$ cat src/rtl/mem_access_if.sv
// Data-memory handshake bus between the LC3 memory-access stage and data memory.
//   dmem_req  : request, held until a clock edge samples dmem_ack=1
//   dmem_rd   : 1 = read, 0 = write
//   dmem_addr : memory address
//   dmem_din  : write data (stage -> memory)
//   dmem_dout : read data (memory -> stage), valid with dmem_ack
//   dmem_ack  : completion from memory
// master = memory-access stage, slave = data memory.
interface mem_access_if;
  logic        dmem_req;
  logic        dmem_rd;
  logic [15:0] dmem_addr;
  logic [15:0] dmem_din;
  logic [15:0] dmem_dout;
  logic        dmem_ack;

  modport master (
    output dmem_req, dmem_rd, dmem_addr, dmem_din,
    input  dmem_dout, dmem_ack
  );

  modport slave (
    input  dmem_req, dmem_rd, dmem_addr, dmem_din,
    output dmem_dout, dmem_ack
  );
endinterface

$ cat src/rtl/mem_access.sv
// LC3 memory-access pipeline stage. Runs LD/LDR/LDI/ST/STR/STI against a
// handshaked data-memory port; LDI/STI first fetch a pointer, then access it.
// Ports:
//   clk, rst          : clock, synchronous active-high reset
//   enable_mem        : stage enable, op accepted only when idle
//   Mem_Control_in    : 1 = instruction is a memory op
//   W_Control_in      : writeback control from execute
//   IR_Exec           : instruction (opcode [15:12], dr [11:9])
//   pcout             : effective address
//   M_Data            : store data
//   dmem              : data-memory bus (master side)
//   memout            : load result / bypass value
//   W_Control_out     : registered writeback control of accepted op
//   dr_out            : registered destination register
//   mem_done, mem_err : one-cycle completion / timeout-abort pulses
//   mem_busy          : stall to upstream, high while not idle
module mem_access #(
  parameter int unsigned ACK_TIMEOUT = 16
) (
  input  logic         clk,
  input  logic         rst,
  input  logic         enable_mem,
  input  logic         Mem_Control_in,
  input  logic [1:0]   W_Control_in,
  input  logic [15:0]  IR_Exec,
  input  logic [15:0]  pcout,
  input  logic [15:0]  M_Data,
  mem_access_if.master dmem,
  output logic [15:0]  memout,
  output logic [1:0]   W_Control_out,
  output logic [2:0]   dr_out,
  output logic         mem_done,
  output logic         mem_err,
  output logic         mem_busy
);

  localparam logic [1:0] S_IDLE   = 2'd0;
  localparam logic [1:0] S_IND    = 2'd1;
  localparam logic [1:0] S_ACCESS = 2'd2;

  localparam logic [3:0] OP_LD  = 4'b0010;
  localparam logic [3:0] OP_LDR = 4'b0110;
  localparam logic [3:0] OP_ST  = 4'b0011;
  localparam logic [3:0] OP_STR = 4'b0111;
  localparam logic [3:0] OP_LDI = 4'b1010;
  localparam logic [3:0] OP_STI = 4'b1011;

  logic [1:0]  state_q, state_d;
  logic [15:0] addr_q, addr_d;
  logic [15:0] data_q, data_d;
  logic [3:0]  op_q, op_d;
  logic [15:0] cnt_q, cnt_d;
  logic [15:0] memout_q, memout_d;
  logic [1:0]  wctl_q, wctl_d;
  logic [2:0]  dr_q, dr_d;
  logic        done_q, done_d;
  logic        err_q, err_d;

  logic [3:0]  opc;
  logic        is_direct;
  logic        is_indirect;
  logic        is_load;
  logic        timeout_hit;
  logic [15:0] cnt_inc;
  logic        unused_ir;

  assign opc         = IR_Exec[15:12];
  assign unused_ir   = ^IR_Exec[8:0];
  assign is_direct   = (opc == OP_LD) || (opc == OP_LDR) || (opc == OP_ST) || (opc == OP_STR);
  assign is_indirect = (opc == OP_LDI) || (opc == OP_STI);
  assign is_load     = (op_q == OP_LD) || (op_q == OP_LDR) || (op_q == OP_LDI);

  // Abort fires on the edge that would bring the counter up to ACK_TIMEOUT.
  assign timeout_hit = (ACK_TIMEOUT != 0) && (({16'd0, cnt_q} + 32'd1) >= ACK_TIMEOUT);
  assign cnt_inc     = (cnt_q == '1) ? cnt_q : cnt_q + 16'd1;

  always_comb begin
    state_d  = state_q;
    addr_d   = addr_q;
    data_d   = data_q;
    op_d     = op_q;
    cnt_d    = cnt_q;
    memout_d = memout_q;
    wctl_d   = wctl_q;
    dr_d     = dr_q;
    done_d   = 1'b0;
    err_d    = 1'b0;
    case (state_q)
      S_IDLE: begin
        if (enable_mem) begin
          wctl_d = W_Control_in;
          dr_d   = IR_Exec[11:9];
          if (Mem_Control_in && (is_direct || is_indirect)) begin
            addr_d  = pcout;
            data_d  = M_Data;
            op_d    = opc;
            cnt_d   = '0;
            state_d = is_indirect ? S_IND : S_ACCESS;
          end
        end
      end
      S_IND: begin
        if (dmem.dmem_ack) begin
          addr_d  = dmem.dmem_dout;
          cnt_d   = '0;
          state_d = S_ACCESS;
        end else if (timeout_hit) begin
          cnt_d   = '0;
          err_d   = 1'b1;
          state_d = S_IDLE;
        end else begin
          cnt_d = cnt_inc;
        end
      end
      S_ACCESS: begin
        if (dmem.dmem_ack) begin
          if (is_load) begin
            memout_d = dmem.dmem_dout;
          end
          cnt_d   = '0;
          done_d  = 1'b1;
          state_d = S_IDLE;
        end else if (timeout_hit) begin
          cnt_d   = '0;
          err_d   = 1'b1;
          state_d = S_IDLE;
        end else begin
          cnt_d = cnt_inc;
        end
      end
      default: begin
        cnt_d   = '0;
        state_d = S_IDLE;
      end
    endcase
  end

  always_ff @(posedge clk) begin
    if (rst) begin
      state_q  <= S_IDLE;
      addr_q   <= '0;
      data_q   <= '0;
      op_q     <= '0;
      cnt_q    <= '0;
      memout_q <= '0;
      wctl_q   <= '0;
      dr_q     <= '0;
      done_q   <= 1'b0;
      err_q    <= 1'b0;
    end else begin
      state_q  <= state_d;
      addr_q   <= addr_d;
      data_q   <= data_d;
      op_q     <= op_d;
      cnt_q    <= cnt_d;
      memout_q <= memout_d;
      wctl_q   <= wctl_d;
      dr_q     <= dr_d;
      done_q   <= done_d;
      err_q    <= err_d;
    end
  end

  // Bus outputs decode from registered state only, so they stay stable until ack.
  always_comb begin
    mem_busy       = (state_q != S_IDLE);
    dmem.dmem_req  = mem_busy;
    dmem.dmem_rd   = (state_q == S_IND) || ((state_q == S_ACCESS) && is_load);
    dmem.dmem_addr = mem_busy ? addr_q : '0;
    dmem.dmem_din  = ((state_q == S_ACCESS) && !is_load) ? data_q : '0;
  end

  assign memout        = memout_q;
  assign W_Control_out = wctl_q;
  assign dr_out        = dr_q;
  assign mem_done      = done_q;
  assign mem_err       = err_q;

endmodule

$ cat src/flat_wrapper.sv
// flat-port wrapper written by rule: the top's interface ports become plain ports
module mem_access_flat 
#(
  parameter int unsigned ACK_TIMEOUT = 16
)
  (clk, rst, enable_mem, Mem_Control_in, W_Control_in, IR_Exec, pcout, M_Data, memout, W_Control_out, dr_out, mem_done, mem_err, mem_busy, dmem_dmem_req, dmem_dmem_rd, dmem_dmem_addr, dmem_dmem_din, dmem_dmem_dout, dmem_dmem_ack);
  mem_access_if dmem_i ();
  input  logic clk;
  input  logic rst;
  input  logic enable_mem;
  input  logic Mem_Control_in;
  input  logic [1:0] W_Control_in;
  input  logic [15:0] IR_Exec;
  input  logic [15:0] pcout;
  input  logic [15:0] M_Data;
  output logic [15:0] memout;
  output logic [1:0] W_Control_out;
  output logic [2:0] dr_out;
  output logic mem_done;
  output logic mem_err;
  output logic mem_busy;
  output wire logic [$bits(dmem_i.dmem_req)-1:0] dmem_dmem_req;
  output wire logic [$bits(dmem_i.dmem_rd)-1:0] dmem_dmem_rd;
  output wire logic [$bits(dmem_i.dmem_addr)-1:0] dmem_dmem_addr;
  output wire logic [$bits(dmem_i.dmem_din)-1:0] dmem_dmem_din;
  input wire logic [$bits(dmem_i.dmem_dout)-1:0] dmem_dmem_dout;
  input wire logic [$bits(dmem_i.dmem_ack)-1:0] dmem_dmem_ack;
  assign dmem_dmem_req = dmem_i.dmem_req;
  assign dmem_dmem_rd = dmem_i.dmem_rd;
  assign dmem_dmem_addr = dmem_i.dmem_addr;
  assign dmem_dmem_din = dmem_i.dmem_din;
  assign dmem_i.dmem_dout = dmem_dmem_dout;
  assign dmem_i.dmem_ack = dmem_dmem_ack;
  mem_access #(.ACK_TIMEOUT(ACK_TIMEOUT)) u_core (.clk(clk), .rst(rst), .enable_mem(enable_mem), .Mem_Control_in(Mem_Control_in), .W_Control_in(W_Control_in), .IR_Exec(IR_Exec), .pcout(pcout), .M_Data(M_Data), .dmem(dmem_i), .memout(memout), .W_Control_out(W_Control_out), .dr_out(dr_out), .mem_done(mem_done), .mem_err(mem_err), .mem_busy(mem_busy));
endmodule
$ cat config.mk
export PLATFORM = sky130hd
export DESIGN_NAME = mem_access_flat
export DESIGN_NICKNAME = d
export VERILOG_FILES = /design/src/rtl/mem_access_if.sv /design/src/rtl/mem_access.sv /design/src/flat_wrapper.sv
export SDC_FILE = /design/constraint.sdc
export NUM_CORES = 1
export LEC_CHECK = 0
export CAP_MARGIN = 10
export CORE_MARGIN = 2
export CORE_UTILIZATION = 45
export DETAILED_ROUTE_END_ITERATION = 8
export PLACE_DENSITY = 0.81
export SKIP_CTS_REPAIR_TIMING = 1
export SLEW_MARGIN = 20
export SYNTH_ARGS = -nofsm -noshare
export SYNTH_HDL_FRONTEND = slang
export SYNTH_SLANG_ARGS = --single-unit
$ cat constraint.sdc
create_clock -name clk -period 2.09 [get_ports clk]
set_input_delay 0.3135 -clock clk [delete_from_list [all_inputs] [get_ports clk]]
set_output_delay 0.3135 -clock clk [all_outputs]
set_load 0.03 [all_outputs]
Word-level counts from Yosys, hierarchy flattened
Cells that the tools add are included.
{"block": "op_classes", "muxes": 21, "n_eq_ne": 16, "n_lt_le_gt_ge": 1, "add_sub_neg": 2, "n_reduce_logical": 24, "n_bitwise": 2}
{"cell": "$mux W16", "count": 10}
{"cell": "$pmux W16 S2", "count": 2}
{"cell": "$ge A32 B5 Y1 const B", "count": 1}
{"cell": "$add A16 B1 Y17 const B", "count": 1}
{"cell": "$add A16 B1 Y16 const B", "count": 1}
{"cell": "$eq A16 B16 Y1 const B", "count": 1}
{"cell": "$eq A4 B2 Y1 const B", "count": 3}
{"cell": "$eq A4 B3 Y1 const B", "count": 3}
{"cell": "$eq A4 B4 Y1 const B", "count": 3}
{"cell": "$mux W2", "count": 6}
{"cell": "$reduce_and A3 Y1", "count": 3}
{"cell": "$logic_or A1 B1 Y1", "count": 8}
{"cell": "$pmux W2 S3", "count": 1}
{"cell": "$ne A2 B2 Y1 const B", "count": 2}
{"cell": "$ne A4 B3 Y1 const B", "count": 1}
{"cell": "$reduce_and A2 Y1", "count": 2}
{"cell": "$reduce_and A4 Y1", "count": 1}
{"cell": "$reduce_bool A2 Y1", "count": 2}
{"cell": "$reduce_or A2 Y1", "count": 2}
{"cell": "$logic_and A1 B1 Y1", "count": 3}
{"cell": "$reduce_or A3 Y1", "count": 1}
{"cell": "$eq A2 B1 Y1 const B", "count": 1}
{"cell": "$eq A2 B2 Y1 const B", "count": 1}
{"cell": "$logic_not A2 Y1", "count": 1}
{"cell": "4 further kinds", "count": 6}
{"block": "totals", "regBits": 77, "wordCells": 76, "output_inout_bits": 58}

Longest topological paths before layout
{"block": "depth", "word_depth": 9, "ltp_mapped": 9, "depth_no_buf": 8}

Worst setup path after synthesis
Ideal clock, no wire load.
{"block": "synth_path", "path_kind": "flip-flop to flip-flop", "from": "register u_core.state_q[0]", "to": "register u_core.addr_q[10]", "n_path_buf": 2, "stages_incl_launch_ff": 10, "arrival_time_ps": 1949, "setup_ps": 86, "setup_slack_ps": 56, "t_required_ps": 2004, "path_cell_list": "dfxtp_1 -> inv_1 -> ha_1 -> clkbuf_1 -> inv_1 -> a21oi_1 -> nor2_1 -> clkbuf_1 -> nor2_1 -> a211oi_1"}
{"block": "synth_via", "elab_chain_len": 3, "elab_cells_between_ends": 8, "cone_classes": "eq/ne: 4; mux: 1; reduce/logical: 3"}
{"item": "start, declared", "line": "mem_access.sv:48", "text": "logic [1:0] state_q, state_d;"}
{"item": "start signal, assigned", "line": "mem_access.sv:151", "text": "state_q <= state_d;"}
{"item": "$eq A2 B1 Y1 / $logic_not A2 Y1 (equally long branches)", "line": "mem_access.sv:88", "text": "case (state_q)"}
{"item": "$ne A2 B2 Y1 (no source line) (tied with other cells)"}
{"item": "$reduce_and A4 Y1 (no source line)"}
{"item": "end signal, assigned", "line": "mem_access.sv:152", "text": "addr_q <= addr_d;"}
{"item": "end, declared", "line": "mem_access.sv:49", "text": "logic [15:0] addr_q, addr_d;"}
Parallel ways exist; a longest one is shown, timed or not.
A chain may end at the register's enable or synchronous reset.

Final worst setup path
{"block": "layout_path", "from": "register u_core.state_q[0]", "to": "output port dmem_dmem_addr[7]"}
{"block": "layout_via", "elab_chain_len": 2}
{"item": "$reduce_bool A2 Y1", "line": "mem_access.sv:166", "text": "mem_busy = (state_q != S_IDLE);"}
{"item": "$mux W16", "line": "mem_access.sv:169", "text": "dmem.dmem_addr = mem_busy ? addr_q : '0;"}
{"item": "end, declared", "line": "flat_wrapper.sv:24", "text": "output wire logic [$bits(dmem_i.dmem_addr)-1:0] dmem_dmem_addr;"}
Every way passes these cells.

==> impl_metrics.csv <==
group,metric,value,unit
floorplanning,core_area,7647,sq um
synth,synth_cell_types,51,
worst_hold_path,min_from,"rst",
clocking,cts_tree,"yes",
clocking,cts_buffer_depth,2,
synth,yosysTopAreaCell,"dfxtp_1",
worst_setup_path,r2r_end,"u_core.cnt_q[0]",
worst_hold_path,hold_end,"u_core.state_q[1]",
detailed_routing,drc,0,
sta,hold_viol_final,0,
detailed_routing,drtIter0Drc,131,
synth,yosysMostFrequentCell,"nand2_1",
floorplanning,dieArea,8518,sq um
worst_setup_path,cp_top_family,"buffers and inverters",
place,gp_congestion,0.8201,
worst_setup_path,cp.required,1780,ps
worst_hold_path,min_path_type,"in -> reg",
grt,grt.total_usage,21.27,%
worst_setup_path,r2r-start,"u_core.cnt_q[1]",
synth,yosysSeqAreaShare,43.94,%
synth,ys_warn_count,0,
place,dp_cells,632,
final_layout,antenna_cells,0,
power_and_ir_drop,power.density,1022,nW/um^2
grt,grt_pass1_wl,14410,um
clocking,clock_latency,360,ps
clocking,cts-root-buf,"clkbuf_8",
synth,synth_area,3508,sq um
worst_setup_path,worst-path-buf-inv,3,
worst_setup_path,path_cells,"inv_1 -> ha_1 -> buf_4 -> nor2b_1 -> dlymetal6s2s_1",
sta,drv_slew,0,
detailed_routing,viasPerCell,5.157,
synth,synthTopCellsByCount,"nand2_1 (81), dfxtp_1 (77), a21oi_1 (46)",
run,maxCapViolCount,0,
grt,grt_pass1_vias,3192,
final_layout,area_growth,44.76,%
clocking,cts_num_sinks,77,
grt,grt_max_degree,58,
synth,synthCells,413,
worst_setup_path,cp-end-kind,"output port",
detailed_routing,num_vias,3342,
place,portBuffers,119,
worst_setup_path,r2r_cells,7,
sta,fin_crit_sh,95.14,%
worst_setup_path,arrival,1670,ps
worst_setup_path,crit_type,"reg -> out",
synth,synth-seq-cells,77,
final_layout,instances_no_fill,648,
worst_hold_path,hold_depth,2,
sta,slew-limit-headroom,55.82,%
sta,setup_viol,0,
synth,synthTopCellsByArea,"dfxtp_1 (44%), nand2_1 (8.7%), a21oi_1 (6.6%)",
detailed_routing,wl,8975,um
place,hpwl,6531,um
clocking,clk_pin_slew_worst_paths,80,ps
floorplanning,row_count,32,
floorplanning,start_util,45.88,%
synth,synth_nets,490,
clocking,htreeDepth,3,
worst_setup_path,cp_max_fo,12,
worst_setup_path,worstSetupStartpointType,"register",
detailed_routing,first_pass_iters,6,
clocking,cts_buffers,9,
power_and_ir_drop,p_leak,2.075,nW
synth,synthArstFlopShare,0,%
sta,clock.fmax,0.5029,GHz
detailed_routing,drt-wirelength-per-cell,13.85,um
sta,fin_worst_skew,14.32,ps
grt,antenna_found_initial,0,
floorplanning,fp.dieH,92.30,um
synth,synth_top_area_share,43.94,%
sta,worst_slew_pin_slew,661.2,ps
worst_setup_path,cpPeakStageDelay,340,ps
synth,synth_edf_count,0,
synth,syn_avg_cell_area,8.495,sq um
status,status,"completed",
power_and_ir_drop,ir_worst_vdd,0.7583,mV
worst_setup_path,r2r_slack,160,ps
grt,gr-total-overflow,0,
final_layout,drive_gt1_share,15.75,%
worst_setup_path,critical_path.slowest_cell,"dfxtp_1",
final_layout,final_nets,618,
sta,fin_crit,1988,ps
synth,synth_top_flop_cell,"dfxtp_1",
detailed_routing,ant_nets,0,
final_layout,utilization,66.41,%
floorplanning,die_x,92.30,um
floorplanning,io_pins,129,
## per-stage QoR
step	total power [mW]	worst slack, ps	cell area [sq um]	hold WS [ps]	setup TNS (ps)
2_1_floorplan	3.101	55.97	3508	391.6	0
3_3_place_gp	3.803	-264.7	4833	438.0	-4183
3_5_place_dp	3.868	-418.8	4833	443.4	-5634
4_1_cts	5.260	-368.8	5081	201.9	-10850
5_1_grt	5.473	-1.183	5079	228.4	-1.183
6_report	5.189	101.6	5079	220.2	0
## logic make-up (layout without fill, tap and decap cells)
| logic type | count (synthesis) | count (layout) | share of synthesized area [%] |
|---|---|---|---|
| adders and majority gates | 6 | 6 | 2.140 |
| xor gates and xnor gates | 3 | 3 | 0.7491 |
| DFF | 77 | 77 | 43.94 |
| and+or+nand+nor | 193 | 193 | 27.92 |
| buffers and inverters | 33 | 166 | 4.422 |
| AOI/OAI and AO/OA | 82 | 82 | 15.37 |
| muxes | 19 | 19 | 5.456 |
## layout make-up
class                   instances  area [sq um]
inverters                       7         26.28
clock inverters                 5         106.4
multi-input cells             303          1834
fillers                       632          2569
clock buffers                  11         141.4
well taps                     102         127.6
repair buffers                143          1301
flip-flops and latches         77          1541
## layout by cell type, fill, tap and decap left out, drive strengths merged, types with 3 or more instances in the layout
cell and n:
clkdlybuf4s50 83, nand2 81, dfxtp 77, a21oi 46
buf 42, and2 29, nor2 25, a211oi 20
clkbuf 20, mux2i 18, nor2b 18, nand3 12
dlymetal6s2s 9, inv 8, ha 6, nand4 6
and3 5, nor3 5, bufinv 3, a31oi 3
nor4 3
## layer usage
metal,routed length (um),GRT usage [%]
met3,889,8.869
met1,3749,22.97
met4,167,9.826
met2,4167,36.27
met5,0,0
## worst max-delay path by stage
stage / start / slack [ps] / end / depth (start not counted)
floorplan: u_core.state_q[0] / 60 / u_core.addr_q[10] / 9
global placement: IR_Exec[15] / -260 / u_core.addr_q[6] / 7
detailed placement: IR_Exec[15] / -420 / u_core.addr_q[9] / 7
CTS: u_core.state_q[0] / -370 / dmem_dmem_addr[15] / 5
global route: u_core.op_q[3] / -1 / dmem_dmem_din[4] / 4
finish: u_core.state_q[0] / 100 / dmem_dmem_addr[7] / 5
## state kept, by name (all words and copies together), names as in the netlist
register	count
u_core.W_Control_out	2
u_core.addr_q	16
u_core.cnt_q	16
u_core.data_q	16
u_core.dr_out	3
u_core.mem_done	1
u_core.mem_err	1
u_core.memout	16
u_core.op_q	4
u_core.state_q	2
## where the power goes
group          internal (mW)  total (mW)  switching, mW
Clock                  0.830        1.38          0.549
Sequential              1.67        1.77         0.0921
Combinational          0.834        2.04           1.21
Total                   3.34        5.19           1.85
Note: power is estimated with default switching activity, not from simulation.
